## src/rtl/updown_counter_snap_pkg.sv

```systemverilog
//------------------------------------------------------------------------------
// Module   : updown_counter_snap_pkg
// Brief    : Shared status-bit indices, widths and command encoding for the
//            trigger-driven up/down counter with coherent snapshot.
// Revision : 1.0 - initial release
//------------------------------------------------------------------------------
`default_nettype none

package updown_counter_snap_pkg;

    localparam int ST_OVF   = 0;
    localparam int ST_UNF   = 1;
    localparam int ST_COLL  = 2;
    localparam int ST_THR   = 3;
    localparam int ST_SNAP  = 4;
    localparam int STATUS_W = 8;
    localparam int HALF_W   = 16;

    typedef enum logic [2:0] {
        CMD_NONE = 3'd0,
        CMD_CLR  = 3'd1,
        CMD_LOAD = 3'd2,
        CMD_UP   = 3'd3,
        CMD_DOWN = 3'd4,
        CMD_HOLD = 3'd5
    } cmd_e;

endpackage

`default_nettype wire

```

## src/rtl/updown_counter_snap_capture.sv

```systemverilog
//------------------------------------------------------------------------------
// Module   : updown_counter_snap_capture
// Brief    : Snapshot register split into two 16-bit halves so the host can
//            read low and high words on separate transactions without tearing.
// Revision : 1.0 - initial release
//------------------------------------------------------------------------------
`default_nettype none

module updown_counter_snap_capture
    import updown_counter_snap_pkg::*;
#(
    parameter int WIDTH = 32
) (
    input  logic              sys_clk,
    input  logic              reset,
    input  logic              capture,
    input  logic [WIDTH-1:0]  count,
    output logic [HALF_W-1:0] snap_lo,
    output logic [HALF_W-1:0] snap_hi
);

    logic [WIDTH-1:0] r_snap;

    always_ff @(posedge sys_clk) begin
        if (reset) begin
            r_snap <= '0;
        end else if (capture) begin
            r_snap <= count;
        end
    end

    assign snap_lo = r_snap[HALF_W-1:0];

    generate
        if (WIDTH == 2 * HALF_W) begin : g_full_hi
            assign snap_hi = r_snap[WIDTH-1:HALF_W];
        end else begin : g_zext_hi
            assign snap_hi = {{(2 * HALF_W - WIDTH){1'b0}}, r_snap[WIDTH-1:HALF_W]};
        end
    endgenerate

endmodule

`default_nettype wire

```

## src/rtl/updown_counter_snap.sv

```systemverilog
//------------------------------------------------------------------------------
// Module   : updown_counter_snap
// Brief    : Trigger-driven up/down counter with sticky status, wrap/threshold
//            pulses and a coherent snapshot. UPDOWN_COUNTER_SNAP_SATURATE_EN
//            selects saturating instead of modulo arithmetic.
// Revision : 1.0 - initial release
//------------------------------------------------------------------------------
`default_nettype none

module updown_counter_snap
    import updown_counter_snap_pkg::*;
#(
    parameter int               WIDTH     = 32,
    parameter logic [WIDTH-1:0] RESET_VAL = '0
) (
    input  logic                sys_clk,
    input  logic                reset,
    input  logic                clr,
    input  logic                up,
    input  logic                down,
    input  logic                load,
    input  logic [WIDTH-1:0]    load_val,
    input  logic [WIDTH-1:0]    threshold,
    input  logic                capture,
    input  logic                status_clr,
    output logic [WIDTH-1:0]    count,
    output logic [HALF_W-1:0]   snap_lo,
    output logic [HALF_W-1:0]   snap_hi,
    output logic                wrap_pulse,
    output logic                thresh_pulse,
    output logic [STATUS_W-1:0] status
);

    localparam logic [WIDTH-1:0] c_ALL_ONES = '1;
    localparam logic [WIDTH-1:0] c_ONE      = {{(WIDTH-1){1'b0}}, 1'b1};
`ifdef UPDOWN_COUNTER_SNAP_SATURATE_EN
    localparam bit c_SATURATE = 1'b1;
`else
    localparam bit c_SATURATE = 1'b0;
`endif

    cmd_e             w_cmd;
    logic [WIDTH-1:0] w_count_next;
    logic             w_ovf;
    logic             w_unf;
    logic             w_wrap;
    logic             w_eq_next;
    logic             w_thr_rise;
    logic [4:0]       w_set;

    logic [WIDTH-1:0] r_count;
    logic [4:0]       r_status;
    logic             r_eq;
    logic             r_wrap;
    logic             r_thr;

    always_comb begin
        w_cmd = CMD_NONE;
        if (clr)              w_cmd = CMD_CLR;
        else if (load)        w_cmd = CMD_LOAD;
        else if (up && down)  w_cmd = CMD_HOLD;
        else if (up)          w_cmd = CMD_UP;
        else if (down)        w_cmd = CMD_DOWN;
    end

    always_comb begin
        w_count_next = r_count;
        w_ovf        = 1'b0;
        w_unf        = 1'b0;
        w_wrap       = 1'b0;
        case (w_cmd)
            CMD_CLR:  w_count_next = RESET_VAL;
            CMD_LOAD: w_count_next = load_val;
            CMD_UP: begin
                if (r_count == c_ALL_ONES) begin
                    w_ovf        = 1'b1;
                    w_wrap       = !c_SATURATE;
                    w_count_next = c_SATURATE ? c_ALL_ONES : '0;
                end else begin
                    w_count_next = r_count + c_ONE;
                end
            end
            CMD_DOWN: begin
                if (r_count == '0) begin
                    w_unf        = 1'b1;
                    w_wrap       = !c_SATURATE;
                    w_count_next = c_SATURATE ? '0 : c_ALL_ONES;
                end else begin
                    w_count_next = r_count - c_ONE;
                end
            end
            default: ;
        endcase
    end

    // Equality is judged on the value count will show, so the pulse lines up with it.
    assign w_eq_next  = (w_count_next == threshold);
    assign w_thr_rise = w_eq_next && !r_eq;

    always_comb begin
        w_set          = '0;
        w_set[ST_OVF]  = w_ovf;
        w_set[ST_UNF]  = w_unf;
        w_set[ST_COLL] = (w_cmd == CMD_HOLD);
        w_set[ST_THR]  = w_thr_rise;
        w_set[ST_SNAP] = capture;
    end

    always_ff @(posedge sys_clk) begin
        if (reset) begin
            r_count  <= RESET_VAL;
            r_status <= '0;
            r_eq     <= (RESET_VAL == threshold);
            r_wrap   <= 1'b0;
            r_thr    <= 1'b0;
        end else begin
            r_count  <= w_count_next;
            r_status <= (status_clr ? 5'b0 : r_status) | w_set;
            r_eq     <= w_eq_next;
            r_wrap   <= w_wrap;
            r_thr    <= w_thr_rise;
        end
    end

    updown_counter_snap_capture #(
        .WIDTH (WIDTH)
    ) u_capture (
        .sys_clk (sys_clk),
        .reset   (reset),
        .capture (capture),
        .count   (r_count),
        .snap_lo (snap_lo),
        .snap_hi (snap_hi)
    );

    assign count        = r_count;
    assign wrap_pulse   = r_wrap;
    assign thresh_pulse = r_thr;
    assign status       = {{(STATUS_W-5){1'b0}}, r_status};

endmodule

`default_nettype wire

```

## config.mk

```make
export PLATFORM = sky130hd
export DESIGN_NAME = updown_counter_snap
export DESIGN_NICKNAME = d
export VERILOG_FILES = /design/src/rtl/updown_counter_snap_pkg.sv /design/src/rtl/updown_counter_snap_capture.sv /design/src/rtl/updown_counter_snap.sv
export SDC_FILE = /design/constraint.sdc
export NUM_CORES = 1
export LEC_CHECK = 0
export BUFFER_PORTS_ARGS = -buffer_cell sky130_fd_sc_hd__buf_4
export CELL_PAD_IN_SITES_DETAIL_PLACEMENT = 0
export CELL_PAD_IN_SITES_GLOBAL_PLACEMENT = 2
export CORE_ASPECT_RATIO = 0.7
export CORE_UTILIZATION = 32
export DETAILED_ROUTE_END_ITERATION = 7
export GPL_TIMING_DRIVEN = 0
export MAX_ROUTING_LAYER = met4
export PLACE_DENSITY = 0.85
export SLEW_MARGIN = 15
export SYNTH_ARGS = -nofsm -noshare
export SYNTH_HDL_FRONTEND = slang
export SYNTH_SLANG_ARGS = --single-unit
export TNS_END_PERCENT = 100
```

## constraint.sdc

```tcl
create_clock -name sys_clk -period 10.3 [get_ports sys_clk]
set_input_delay 1.03 -clock sys_clk [delete_from_list [all_inputs] [get_ports sys_clk]]
set_output_delay 1.03 -clock sys_clk [all_outputs]
set_load 0.005 [all_outputs]
```

==> metrics.yaml <==
clock_tree:
  clock_sinks: 72
  clock_latency_ns: 0.36
  cts-buffers-inserted: 9
  postCtsResizedCells: 0
  htree_levels: 3
  clkSlewWorstSetupHoldPaths_ns: 0.06
  root_buffer: "clkbuf_16"
  post-cts-setup-buffers: 0
  holdBufCountCts: 0
  clockBufferDepth: 2
  cts_tree: "yes"
sta:
  hold_slack_ns: 0.438
  relSlewSlack_pct: 16.3
  period_share_pct: 54.4
  grt_setup_unrepaired: "no"
  fmax_mhz: 178
  worst_pin_slew_ns: 1.24
  finalCriticalPeriod_ns: 5.60
  slew_violations: 0
  setup_viol: 0
  fin_ws_ns: 4.70
  finClkSkew_ns: 0.00829
  setup_tns_ns: 0
  finalHoldViolCount: 0
pwr:
  ir_drop_mv: 0.0634
  intPower_mw: 0.641
  leakagePower_nw: 2.76
  power_mw: 0.944
  pwr-share-seq_pct: 31.7
  p_sw_mw: 0.303
  p_sw_share_pct: 32.1
  clockPowerShare_pct: 42.6
  power_density_nw_per_um2: 132
  share_comb_of_total_power_pct: 25.7
placement:
  place_hpwl_mm: 22.0
  place_ws_ns: 4.66
  dpl-instance-area_um2: 6790
  port_buffers: 136
  gp_congestion: 0.971
logic_synthesis:
  async_flop_share_pct: 0
  syn_inst: 719
  synth_edf_count: 0
  netlist-cell-type-count: 76
  seq_area_frac_synth_pct: 26.3
  yosys_warnings: 0
  ys_ff_latch: 72
  ys.flop_type: "dfxtp_1"
  avgSynthCellArea_um2: 7.62
  synth_area_um2: 5480
route:
  route.detailed.drc: 0
  drt_wl_total_mm: 29.6
  drt_first_pass_iters: 5
  vias: 6962
  drt-initial-drc-count: 836
  ant_nets: 0
  viasPerCell: 6.34
  wl_per_cell_um: 27.0
critical_path:
  slowest_delay_ns: 0.68
  crit_arrival_ns: 5.90
  crit_type: "in -> reg"
  critPathMaxFanout: 10
  critPathLaunchType: "input port"
  cp.required_ns: 10.59
  worst_path_max_delay_cell: "nor4_2"
  ff2ff_setup_slack_ns: 4.80
  crit_chain: "clkbuf_1, nor4b_1, nand4_1, nor4_2, buf_2, buf_1, o31ai_1, a21oi_1, xor2_1, nor4_1, and4_1, nand2_1, o21ai_2"
  end_kind: "flip-flop"
grt:
  track_usage_pct: 34.5
  grt_pass1_vias: 6439
  overflow: 0
  grt_max_degree: 13
  grt_pass1_wl_mm: 42.9
  antenna_found_initial: 0
cells_and_area:
  fin_area_um2: 7150
  final_layout_size_suffix_gt1_share_pct: 21.2
  final_cell_mix: "buf_4 (140), dfxtp_1 (72), nor2_1 (70)"
  fin_nets: 943
  area_growth_pct: 30.5
  diodes: 0
  layout_commonest_cell: "buf_4"
floorplan:
  die-width_um: 158
  start_util_pct: 33.1
  dieArea_um2: 17600
  std_cell_rows: 39
  die_h_um: 111
  core_um2: 16500
  ioPinCount: 146
flow_run:
  maxCapViolations: 0
outcome:
  status: "finished, final reports clean"
min_path:
  hp-class: "reg -> reg"
==> power groups by stage <==
stage | clock network [mW] | logic [mW] | registers (mW)
global placement | 0 | 0.234 | 0.304
detailed placement | 0 | 0.234 | 0.305
finish | 0.402 | 0.243 | 0.299
global route | 0.415 | 0.256 | 0.300
CTS | 0.404 | 0.235 | 0.299
floorplan | 0 | 0.132 | 0.303
==> state kept, by name, summed over array words and instances, names as in the netlist <==
signal	count
r_eq	1
r_status	5
wrap_pulse	1
u_capture.r_snap	32
count	32
thresh_pulse	1
==> critical path: cells and delay by family <==
family,cells,cell delay (ns)
AOI/OAI and AO/OA,3,0.62
xor gates and xnor gates,1,0.13
buffers and inverters,3,1.44
and+or+nand+nor,6,2.66
==> path summary, 6_finish.rpt <==
kind         cells after the start                  from                 endpoint
max                             13                  down   r_status[3]$_SDFF_PP0_
min                              1          r_eq$_DFF_P_  thresh_pulse$_SDFF_PP0_
max reg2reg                     13  count[11]$_SDFF_PP0_   r_status[3]$_SDFF_PP0_
min reg2reg                      1          r_eq$_DFF_P_  thresh_pulse$_SDFF_PP0_
==> logic make-up (layout without fill, tap and decap cells) <==
group	count (synthesis)	in the layout	synth area share [%]
other	1	3	0.0685
and+or+nand+nor	311	311	32.0
xor gates and xnor gates	29	29	4.64
DFF	72	72	26.3
adders and majority gates	3	3	0.686
muxes	37	37	6.76
buffers and inverters	90	242	6.63
AOI/OAI and AO/OA	176	176	22.9
==> cells in the mapped netlist, types with 4 or more instances <==
cell | number | share of area [%]
a211oi_1 | 13 | 1.8
a21oi_1 | 27 | 2.5
a221oi_1 | 9 | 1.4
a22oi_1 | 6 | 0.82
a31oi_1 | 15 | 1.7
a32oi_1 | 4 | 0.64
and2_1 | 6 | 0.69
and3_1 | 8 | 0.91
and4_1 | 9 | 1.4
buf_2 | 7 | 0.64
buf_4 | 4 | 0.55
clkbuf_1 | 64 | 4.4
dfxtp_1 | 72 | 26
inv_1 | 12 | 0.82
mux2i_1 | 37 | 6.8
nand2_1 | 36 | 2.5
nand2b_1 | 4 | 0.46
nand3_1 | 26 | 2.4
nand4_1 | 29 | 3.3
nor2_1 | 70 | 4.8
nor2b_1 | 6 | 0.69
nor3_1 | 33 | 3.0
nor4_1 | 28 | 3.2
nor4_2 | 4 | 0.91
nor4b_1 | 6 | 0.96
o211ai_1 | 7 | 0.96
o21a_1 | 6 | 0.82
o21ai_0 | 27 | 2.5
o21ai_1 | 4 | 0.37
o31a_1 | 11 | 1.8
or2_2 | 4 | 0.46
or3_1 | 8 | 0.91
or4_1 | 17 | 2.3
or4b_1 | 4 | 0.73
xnor2_1 | 20 | 3.2
xor2_1 | 9 | 1.4
==> per-layer routing <==
layer	global-route usage, %	part of all wire (%)	up-vias
met5	-	0	-
met4	10.4	2.3	0
met3	7.24	11	46
met2	46.1	40	491
met1	50.8	46	3383
li1	-	-	3042
==> layout make-up <==
| type | count | area [um^2] |
|---|---|---|
| fill | 1738 | 9400 |
| timing repair buffer | 136 | 1020 |
| inverter | 12 | 45.0 |
| clock buffer | 11 | 233 |
| sequential | 72 | 1440 |
| buffer | 78 | 318 |
| clock inverter | 5 | 129 |
| multi-input combinational | 559 | 3680 |
| tap | 225 | 282 |
==> metrics by stage <==
stage / util, % / std cells
3_5_place_dp: 41.0 / 1082
2_1_floorplan: - / 721
5_1_grt: 43.2 / 1098
3_3_place_gp: 41.0 / 1082
6_report: 43.2 / 1098
4_1_cts: 43.2 / 1098
(Power assumes the default switching activity.)
